## src/rtl/axi_rd_responder.sv

```systemverilog
// axi_rd_responder: AXI read target returning address-derived INCR bursts after a fixed latency
module axi_rd_responder #(
  parameter int ADDR_LEN     = 32,
  parameter int DATA_LEN     = 64,
  parameter int ID_LEN       = 6,
  parameter int LEN_SIZE     = 4,
  parameter int FIFO_DEPTH   = 4,
  parameter int READ_LATENCY = 4
) (
  input  logic                clock,
  input  logic                reset,
  output logic                axi_awready,
  output logic                axi_wready,
  output logic [ID_LEN-1:0]   axi_bid,
  output logic [1:0]          axi_bresp,
  output logic                axi_bvalid,
  input  logic [ID_LEN-1:0]   axi_arid,
  input  logic [ADDR_LEN-1:0] axi_araddr,
  input  logic [LEN_SIZE-1:0] axi_arlen,
  input  logic [2:0]          axi_arsize,
  input  logic [1:0]          axi_arburst,
  input  logic                axi_arvalid,
  output logic                axi_arready,
  output logic [ID_LEN-1:0]   axi_rid,
  output logic [DATA_LEN-1:0] axi_rdata,
  output logic [1:0]          axi_rresp,
  output logic                axi_rlast,
  output logic                axi_rvalid,
  input  logic                axi_rready,
  output logic [31:0]         burst_count
);
  localparam int PW = $clog2(FIFO_DEPTH);
  localparam int CW = READ_LATENCY > 0 ? $clog2(READ_LATENCY + 1) : 1;
  typedef enum logic [1:0] {S_IDLE, S_WAIT, S_BURST} state_t;
  typedef struct packed {
    logic [ID_LEN-1:0]   id;
    logic [ADDR_LEN-1:0] addr;
    logic [LEN_SIZE-1:0] len;
    logic [2:0]          size;
  } req_t;
  req_t mem_q [FIFO_DEPTH];
  req_t head, ar_in, w_q, w_d;
  state_t state_q, state_d;
  logic [PW:0] count_q, count_d;
  logic [PW-1:0] wp_q, wp_d, rp_q, rp_d;
  logic arready_q, arready_d, push, pop;
  logic [CW-1:0] cnt_q, cnt_d;
  logic [LEN_SIZE-1:0] idx_q, idx_d, nidx;
  logic rvalid_q, rvalid_d, rlast_q, rlast_d;
  logic [ID_LEN-1:0] rid_q, rid_d;
  logic [DATA_LEN-1:0] rdata_q, rdata_d;
  logic [31:0] bc_q, bc_d;
  logic unused_arburst;
  // Beat 0 keeps the raw address; later beats step from the size-aligned base
  function automatic logic [ADDR_LEN-1:0] beat_addr(input logic [ADDR_LEN-1:0] a,
                                                    input logic [2:0] s,
                                                    input logic [LEN_SIZE-1:0] i);
    logic [ADDR_LEN-1:0] mask;
    mask = (ADDR_LEN'(1) << s) - ADDR_LEN'(1);
    beat_addr = (i == '0) ? a : (a & ~mask) + (ADDR_LEN'(i) << s);
  endfunction
  // Address replicated across the data bus, truncated at the top
  function automatic logic [DATA_LEN-1:0] rep(input logic [ADDR_LEN-1:0] a);
    for (int i = 0; i < DATA_LEN; i++) rep[i] = a[i % ADDR_LEN];
  endfunction
  assign unused_arburst = ^axi_arburst;
  assign ar_in = {axi_arid, axi_araddr, axi_arlen, axi_arsize};
  assign head = mem_q[rp_q];
  assign push = axi_arvalid && arready_q;
  assign nidx = idx_q + LEN_SIZE'(1);
  assign count_d = count_q + {{PW{1'b0}}, push} - {{PW{1'b0}}, pop};
  assign wp_d = wp_q + PW'(push);
  assign rp_d = rp_q + PW'(pop);
  assign arready_d = count_d != (PW+1)'(FIFO_DEPTH);
  // Read engine: pop a request, wait out the latency, stream the beats
  always_comb begin
    state_d = state_q;
    w_d = w_q;
    cnt_d = cnt_q;
    idx_d = idx_q;
    rvalid_d = rvalid_q;
    rlast_d = rlast_q;
    rid_d = rid_q;
    rdata_d = rdata_q;
    bc_d = bc_q;
    pop = 1'b0;
    case (state_q)
      S_IDLE: if (count_q != '0) begin
        pop = 1'b1;
        w_d = head;
        idx_d = '0;
        cnt_d = CW'(READ_LATENCY);
        state_d = READ_LATENCY == 0 ? S_BURST : S_WAIT;
        rvalid_d = READ_LATENCY == 0;
        rlast_d = READ_LATENCY == 0 && head.len == '0;
        rid_d = READ_LATENCY == 0 ? head.id : rid_q;
        rdata_d = READ_LATENCY == 0 ? rep(head.addr) : rdata_q;
      end
      S_WAIT: begin
        cnt_d = cnt_q - CW'(1);
        if (cnt_q == CW'(1)) begin
          state_d = S_BURST;
          rvalid_d = 1'b1;
          rlast_d = w_q.len == '0;
          rid_d = w_q.id;
          rdata_d = rep(w_q.addr);
        end
      end
      default: if (axi_rready) begin
        state_d = rlast_q ? S_IDLE : S_BURST;
        rvalid_d = !rlast_q;
        rlast_d = !rlast_q && nidx == w_q.len;
        bc_d = rlast_q ? bc_q + 32'd1 : bc_q;
        idx_d = rlast_q ? idx_q : nidx;
        rdata_d = rlast_q ? rdata_q : rep(beat_addr(w_q.addr, w_q.size, nidx));
      end
    endcase
  end
  // Request storage needs no reset; occupancy is tracked by count_q
  always_ff @(posedge clock) if (push) mem_q[wp_q] <= ar_in;
  // All control state and registered outputs
  always_ff @(posedge clock or negedge reset) begin
    if (!reset) begin
      state_q <= S_IDLE;
      w_q <= '0;
      count_q <= '0;
      wp_q <= '0;
      rp_q <= '0;
      arready_q <= 1'b0;
      cnt_q <= '0;
      idx_q <= '0;
      rvalid_q <= 1'b0;
      rlast_q <= 1'b0;
      rid_q <= '0;
      rdata_q <= '0;
      bc_q <= '0;
    end else begin
      state_q <= state_d;
      w_q <= w_d;
      count_q <= count_d;
      wp_q <= wp_d;
      rp_q <= rp_d;
      arready_q <= arready_d;
      cnt_q <= cnt_d;
      idx_q <= idx_d;
      rvalid_q <= rvalid_d;
      rlast_q <= rlast_d;
      rid_q <= rid_d;
      rdata_q <= rdata_d;
      bc_q <= bc_d;
    end
  end
  assign axi_awready = 1'b0;
  assign axi_wready = 1'b0;
  assign axi_bid = '0;
  assign axi_bresp = 2'b00;
  assign axi_bvalid = 1'b0;
  assign axi_arready = arready_q;
  assign axi_rid = rid_q;
  assign axi_rdata = rdata_q;
  assign axi_rresp = 2'b00;
  assign axi_rlast = rlast_q;
  assign axi_rvalid = rvalid_q;
  assign burst_count = bc_q;
endmodule

```

## config.mk

```make
export PLATFORM = sky130hd
export DESIGN_NAME = axi_rd_responder
export DESIGN_NICKNAME = d
export VERILOG_FILES = /design/src/rtl/axi_rd_responder.sv
export SDC_FILE = /design/constraint.sdc
export NUM_CORES = 1
export LEC_CHECK = 0
export BUFFER_PORTS_ARGS = -buffer_cell sky130_fd_sc_hd__buf_2
export CAP_MARGIN = 20
export CORE_MARGIN = 4
export CORE_UTILIZATION = 55
export CTS_CLUSTER_SIZE = 8
export DETAILED_ROUTE_END_ITERATION = 16
export PLACE_DENSITY = 0.76
export REMOVE_ABC_BUFFERS = 1
export SYNTH_ARGS = -nofsm -noshare
export SYNTH_HDL_FRONTEND = slang
export SYNTH_SLANG_ARGS = --single-unit
```

## constraint.sdc

```tcl
create_clock -name clock -period 6.1 [get_ports clock]
set_input_delay 0.305 -clock clock [delete_from_list [all_inputs] [get_ports clock]]
set_output_delay 0.305 -clock clock [all_outputs]
set_load 0.02 [all_outputs]
```

==> metrics.yaml, run 1 <==
max_cap_violations: 0
synth_largest_area_cell: "edfxtp_1"
overflow: 0
pin_count: 169
synthSimpleGateAreaFrac_pct: 8.96
synth_ff_type: "edfxtp_1"
hold_viol_final: 0
seq_power_share_pct: 39.2
synth_fa_ha_area_share_pct: 2.21
required_ps: 6510
drt_pass1_iterations: 5
worst_slew_pin_slew_ps: 1020
numPortBuffers: 153
drc_errors: 0
min_period_over_period_pct: 68.4
layout_commonest_cell: "edfxtp_1"
layout_min_cycle_time_ps: 4170
synth_seq_area_share_pct: 63.8
placed_area_um2: 14500
dieArea_um2: 27500
cts_root_buffer: "clkbuf_16"
grtUsageTotal_pct: 20.6
setup_viol: 0
antenna_found_initial: 1
clk_latency_ps: 540
layout_setup_ws_ps: 1930
yosys.area_share.xor_xnor_pct: 4.16
grt_pass1_wl_um: 46100
drt-total-wl_um: 28100
slew_headroom_pct: 31.4
synth_compound_area_share_pct: 4.78
synthCells: 953
multi_input_comb_area_um2: 4490
p_int_mw: 5.56
vias_per_cell: 5.53
pre_cts_slack_ps: 1900
routedWlPerCell_um: 18.8
nNetsFinal: 1214
power_density_nw_per_um2: 527
hpwl_um: 17400
max_freq_ghz: 0.240
synth_top_area_share_pct: 39.5
muxShareOfSynthArea_pct: 12.1
design_area_um2: 16300
cp_max_fo: 20
synth_area_leaders: "edfxtp_1 39%, dfrtp_1 24%, mux4_2 7.4%"
cts_resized: 0
gp_congestion: 0.882
rsz0062_at_grt: "no"
clock_path_buffers: 3
cts_buffers: 45
p_clk_share_pct: 26.4
cts_tree: "yes"
hp-class: "input pin to register"
fin_skew_ps: 13.8
htreeDepth: 2
synth_edf_count: 180
row_count: 57
die_h_um: 166
fp.dieW_um: 166
grt_max_degree: 69
arrival_ps: 4580
regArea_um2: 8740
swShare_pct: 35.5
synthToLayoutAreaGrowth_pct: 19.4
combPwrFrac_pct: 34.4
critPathKind: "register to register"
start_kind: "register"
layout-drive-gt1-share_pct: 28.8
ys_seq_elements: 313
synth_top_family_by_area: "multiplexers"
ir_drop_uv: 335
vias: 8294
grt_pass1_vias: 8401
clock_sinks: 313
ant_nets: 0
tns_ps: 0
synth.avg_cell_area_um2: 14.4
path_clk_slew_ps: 50
switching_power_mw: 3.06
initial_core_util_pct: 56.1
synthArstFlopShare_pct: 42.5
coreArea_um2: 24400
p_total_mw: 8.61
fillers: 1724
most-common-layout-cells: "180 x edfxtp_1, 152 x buf_2, 131 x dfrtp_1, 75 x nand2_1, 59 x nor2_1"
final_max_slew_viol_count: 0
synthDistinctLibCells: 58
critPathCaptureType: "register"
status: "finished clean"
drt_iter0_drc: 704
p_leak_nw: 6.59
syn_area_um2: 13700
yosysWarningCount: 0
-- registers in the layout, summed over array words and instances, names as in the netlist --
| signal | cells |
|---|---|
| axi_arready | 1 |
| axi_rdata | 32 |
| axi_rid | 6 |
| axi_rlast | 1 |
| burst_count | 32 |
| cnt_q | 3 |
| count_q | 3 |
| idx_q | 4 |
| mem_q | 180 |
| rp_q | 2 |
| state_q | 2 |
| w_q | 45 |
| wp_q | 2 |
-- metal layers --
layer | wire, µm | GRT usage [%]
met3 | 1640 | 4.07
met4 | 505 | 5.13
met1 | 12200 | 29.3
met2 | 13800 | 33.3
met5 | 0 | 0
-- critical path, cell delays in order, from the launching register on --
cell	delay, ps
dfrtp_1	580
nor2_1	390
nand2_1	110
ha_1	360
or3_1	380
and3_1	170
ha_1	320
nor2b_1	250
o2111ai_1	200
a21oi_1	440
o21ai_2	220
a21oi_1	250
mux2i_1	260
o21ai_0	120
-- final timing paths --
path	from	endpoint	slack, ps	depth (start not counted)
max	w_q[2]	axi_rdata[46]	1930	13
min	axi_rready	burst_count[0]	180	3
max reg2reg	w_q[2]	axi_rdata[46]	1930	13
min reg2reg	burst_count[31]	burst_count[31]	480	1
max in group asynchronous	reset	w_q[38]	4400	3
min in group asynchronous	reset	burst_count[29]	350	2
-- Yosys cell counts, types with 2 or more instances --
library cell / n
a211oi_1: 2
a211oi_2: 2
a21o_1: 6
a21oi_1: 39
a31oi_1: 7
and2_1: 8
and3_1: 19
and4_1: 2
buf_2: 8
buf_4: 45
clkbuf_1: 29
dfrtp_1: 133
edfxtp_1: 180
fa_1: 2
ha_1: 21
inv_1: 16
mux2_2: 53
mux2i_1: 4
mux4_2: 45
nand2_1: 75
nand2b_1: 7
nand3_1: 25
nand3b_1: 3
nand4_1: 7
nand4b_1: 2
nor2_1: 60
nor2b_1: 8
nor3_1: 6
nor3_2: 2
nor3b_1: 4
nor4_1: 3
o2111ai_1: 2
o211a_1: 2
o211ai_1: 4
o21ai_0: 25
o21ai_1: 4
o22ai_1: 3
or3_1: 7
xnor2_1: 39
xor2_1: 26
-- cell families after synthesis --
group           after synthesis
compound gates              105
xor+xnor                     65
fa+ha+maj                    23
buf+inv                      99
flops                       313
mux                         102
other cells                   1
simple gates                245
-- power groups by stage --
stage	clock, mW	combinational [mW]	sequential, mW
4_1_cts	2.32	2.99	3.38
3_3_place_gp	0	2.88	3.37
2_1_floorplan	0	1.82	3.61
3_5_place_dp	0	2.95	3.40
6_report	2.27	2.97	3.38
5_1_grt	2.44	3.27	3.45
-- through the flow --
stage	cells	utilization [%]	hold WS, ps
2_1_floorplan	882	-	9.41
3_3_place_gp	1370	59.6	356
5_1_grt	1500	67.0	180
4_1_cts	1498	66.9	148
6_report	1500	67.0	177
3_5_place_dp	1370	59.6	358
-- layout make-up --
class / instances / area share (%)
Timing Repair Buffer: 211 / 8.13
Antenna cell: 1 / 0.0153
Inverter: 16 / 0.367
Multi-Input combinational cell: 553 / 27.5
Clock inverter: 4 / 0.459
Clock buffer: 78 / 7.65
Sequential cell: 313 / 53.4
Tap cell: 324 / 2.48
-- what timing repair did --
item	CTS	global route
endpoints found under the setup margin	0	0
endpoints found under the hold margin	245	0
hold buffers	46	0
buffers inserted	0	0
(Power assumes the default switching activity.)
==> run 2, diff against run 1 <==
--- a/config.mk
+++ b/config.mk
@@ -8,10 +8,10 @@
 export BUFFER_PORTS_ARGS = -buffer_cell sky130_fd_sc_hd__buf_2
 export CAP_MARGIN = 20
 export CORE_MARGIN = 4
-export CORE_UTILIZATION = 55
+export CORE_UTILIZATION = 52
 export CTS_CLUSTER_SIZE = 8
 export DETAILED_ROUTE_END_ITERATION = 16
-export PLACE_DENSITY = 0.76
+export PLACE_DENSITY = 0.75
 export REMOVE_ABC_BUFFERS = 1
 export SYNTH_ARGS = -nofsm -noshare
 export SYNTH_HDL_FRONTEND = slang
==> constraint.sdc (replaced) <==
create_clock -name clock -period 3.7 [get_ports clock]
set_input_delay 0.185 -clock clock [delete_from_list [all_inputs] [get_ports clock]]
set_output_delay 0.185 -clock clock [all_outputs]
set_load 0.02 [all_outputs]
==> metrics.yaml, run 2 (synthesized netlist as in run 1, its figures left out) <==
p_leak_nw: 6.66
ir_drop_uv: 685
fp.dieW_um: 170
most-common-layout-cells: "180 x edfxtp_1, 152 x buf_2, 131 x dfrtp_1, 75 x nand2_1, 59 x nor2_1"
antenna_found_initial: 1
htreeDepth: 2
overflow: 0
holdWs_ps: 49.3
clock_sinks: 313
nNetsFinal: 1227
critPathCaptureType: "register"
coreArea_um2: 26000
setup_viol: 0
rr_endpoint: "axi_rdata[58]"
path_cells: "or3_1 > ha_1 > or3_1 > and3_1 > ha_1 > nor2b_1 > o2111ai_1 > a21oi_2 > o21ai_4 > a21oi_2 > a21oi_1 > o31a_1"
path_clk_slew_ps: 50
drt-total-wl_um: 27800
worst_slew_pin_slew_ps: 1030
grtUsageTotal_pct: 19.4
die_h_um: 170
final_max_slew_viol_count: 0
arrival_ps: 3950
cts_buffers: 45
crit_cells: 12
r2r-start: "w_q[2]"
wl_met2_um: 13800
cp_max_fo: 6
power_density_nw_per_um2: 868
start_kind: "register"
clock_path_buffers: 3
clk_latency_ps: 550
cts_root_buffer: "clkbuf_16"
layout_commonest_cell: "edfxtp_1"
p_total_mw: 14.3
hp-class: "input pin to register"
synthToLayoutAreaGrowth_pct: 20.3
setup.worst_path.start: "w_q[2]"
drt_iter0_drc: 465
critPathKind: "register to register"
pin_count: 169
grt_pass1_wl_um: 44800
critPathMaxStageDelay_ps: 420
top_regs: "mem_q: 180 flops, w_q: 45 flops"
vias: 8272
grt_max_degree: 97
row_count: 59
cts_setup_buffers: 0
r2r_setup_slack_ps: 180
gp_congestion: 0.873
fin_skew_ps: 34.6
crit_path_top_delay_cell: "or3_1"
routedWlPerCell_um: 18.3
layout_setup_ws_ps: 184
max_freq_ghz: 0.284
layout_min_cycle_time_ps: 3520
max_cap_violations: 0
slew_headroom_pct: 31.2
met1_length_um: 12000
tns_ps: 0
drt_pass1_iterations: 5
ff2ff_path_depth: 12
largest-register: "mem_q"
min_period_over_period_pct: 95.0
hold_viol_final: 0
layout-drive-gt1-share_pct: 29.8
status: "finished clean"
required_ps: 4130
rsz0062_at_grt: "no"
endpoint: "axi_rdata[58]"
grt_pass1_vias: 8436
fin_util_pct: 63.4
largest_register_ff_count: 180
highest_layer: "met4"
ant_nets: 0
fillers: 1895
vias_per_cell: 5.43
wl_met3_um: 1530
crit_buf_inv: 0
drc_errors: 0
initial_core_util_pct: 52.7
cts_tree: "yes"
hpwl_um: 18100
pre_cts_slack_ps: 66.5
crit_family: "compound AO/OA/AOI/OAI gates"
numPortBuffers: 153
dieArea_um2: 29000
## run 2: area by class of cell
type	instances	area [µm²]	share of cell area [%]
inverter	16	60.1	0.365
tap	335	419	2.55
multi-input combinational	553	4510	27.4
clock buffer	75	1240	7.52
sequential	313	8740	53.1
timing repair buffer	224	1430	8.70
antenna	1	2.50	0.0152
clock inverter	5	68.8	0.418
## run 2: repair_timing
item,4_1_cts,5_1_grt
resized for setup,0,3
hold endpoints to repair,274,0
setup endpoints to repair,0,8
hold buffers,46,0
## run 2: metrics by stage
step	instance area (µm²)	std cells
floorplan	13200	882
global placement	14700	1395
detailed placement	14700	1395
CTS	16400	1521
global route	16500	1522
finish	16500	1522
## run 2: metal layers
layer,vias to the layer above,GRT usage [%]
li1,3857,-
met1,4160,26.3
met2,221,32.9
met3,34,3.51
met4,0,4.93
met5,-,0
## run 2: power by group
group	switching, mW	internal, mW	leakage [nW]
logic	2.82	2.26	2.75
clock network	1.44	2.28	0.624
registers	0.790	4.71	3.28
## run 2: worst min-delay path by stage
stage | start | endpoint | slack [ps] | cells past startpoint
2_1_floorplan | reset | axi_arready | -110 | 0
3_3_place_gp | reset | w_q[9] | 360 | 1
3_5_place_dp | reset | w_q[1] | 370 | 1
4_1_cts | axi_rready | burst_count[0] | 40 | 3
5_1_grt | axi_rready | burst_count[0] | 50 | 3
6_report | axi_rready | burst_count[0] | 50 | 3
## run 2: worst register-to-register path: stages, from the launching register on
cell and delay [ps]:
dfrtp_1 390, or3_1 420, ha_1 260, or3_1 350
and3_1 170, ha_1 330, nor2b_1 230, o2111ai_1 210
a21oi_2 330, o21ai_4 150, a21oi_2 240, a21oi_1 100
o31a_1 280
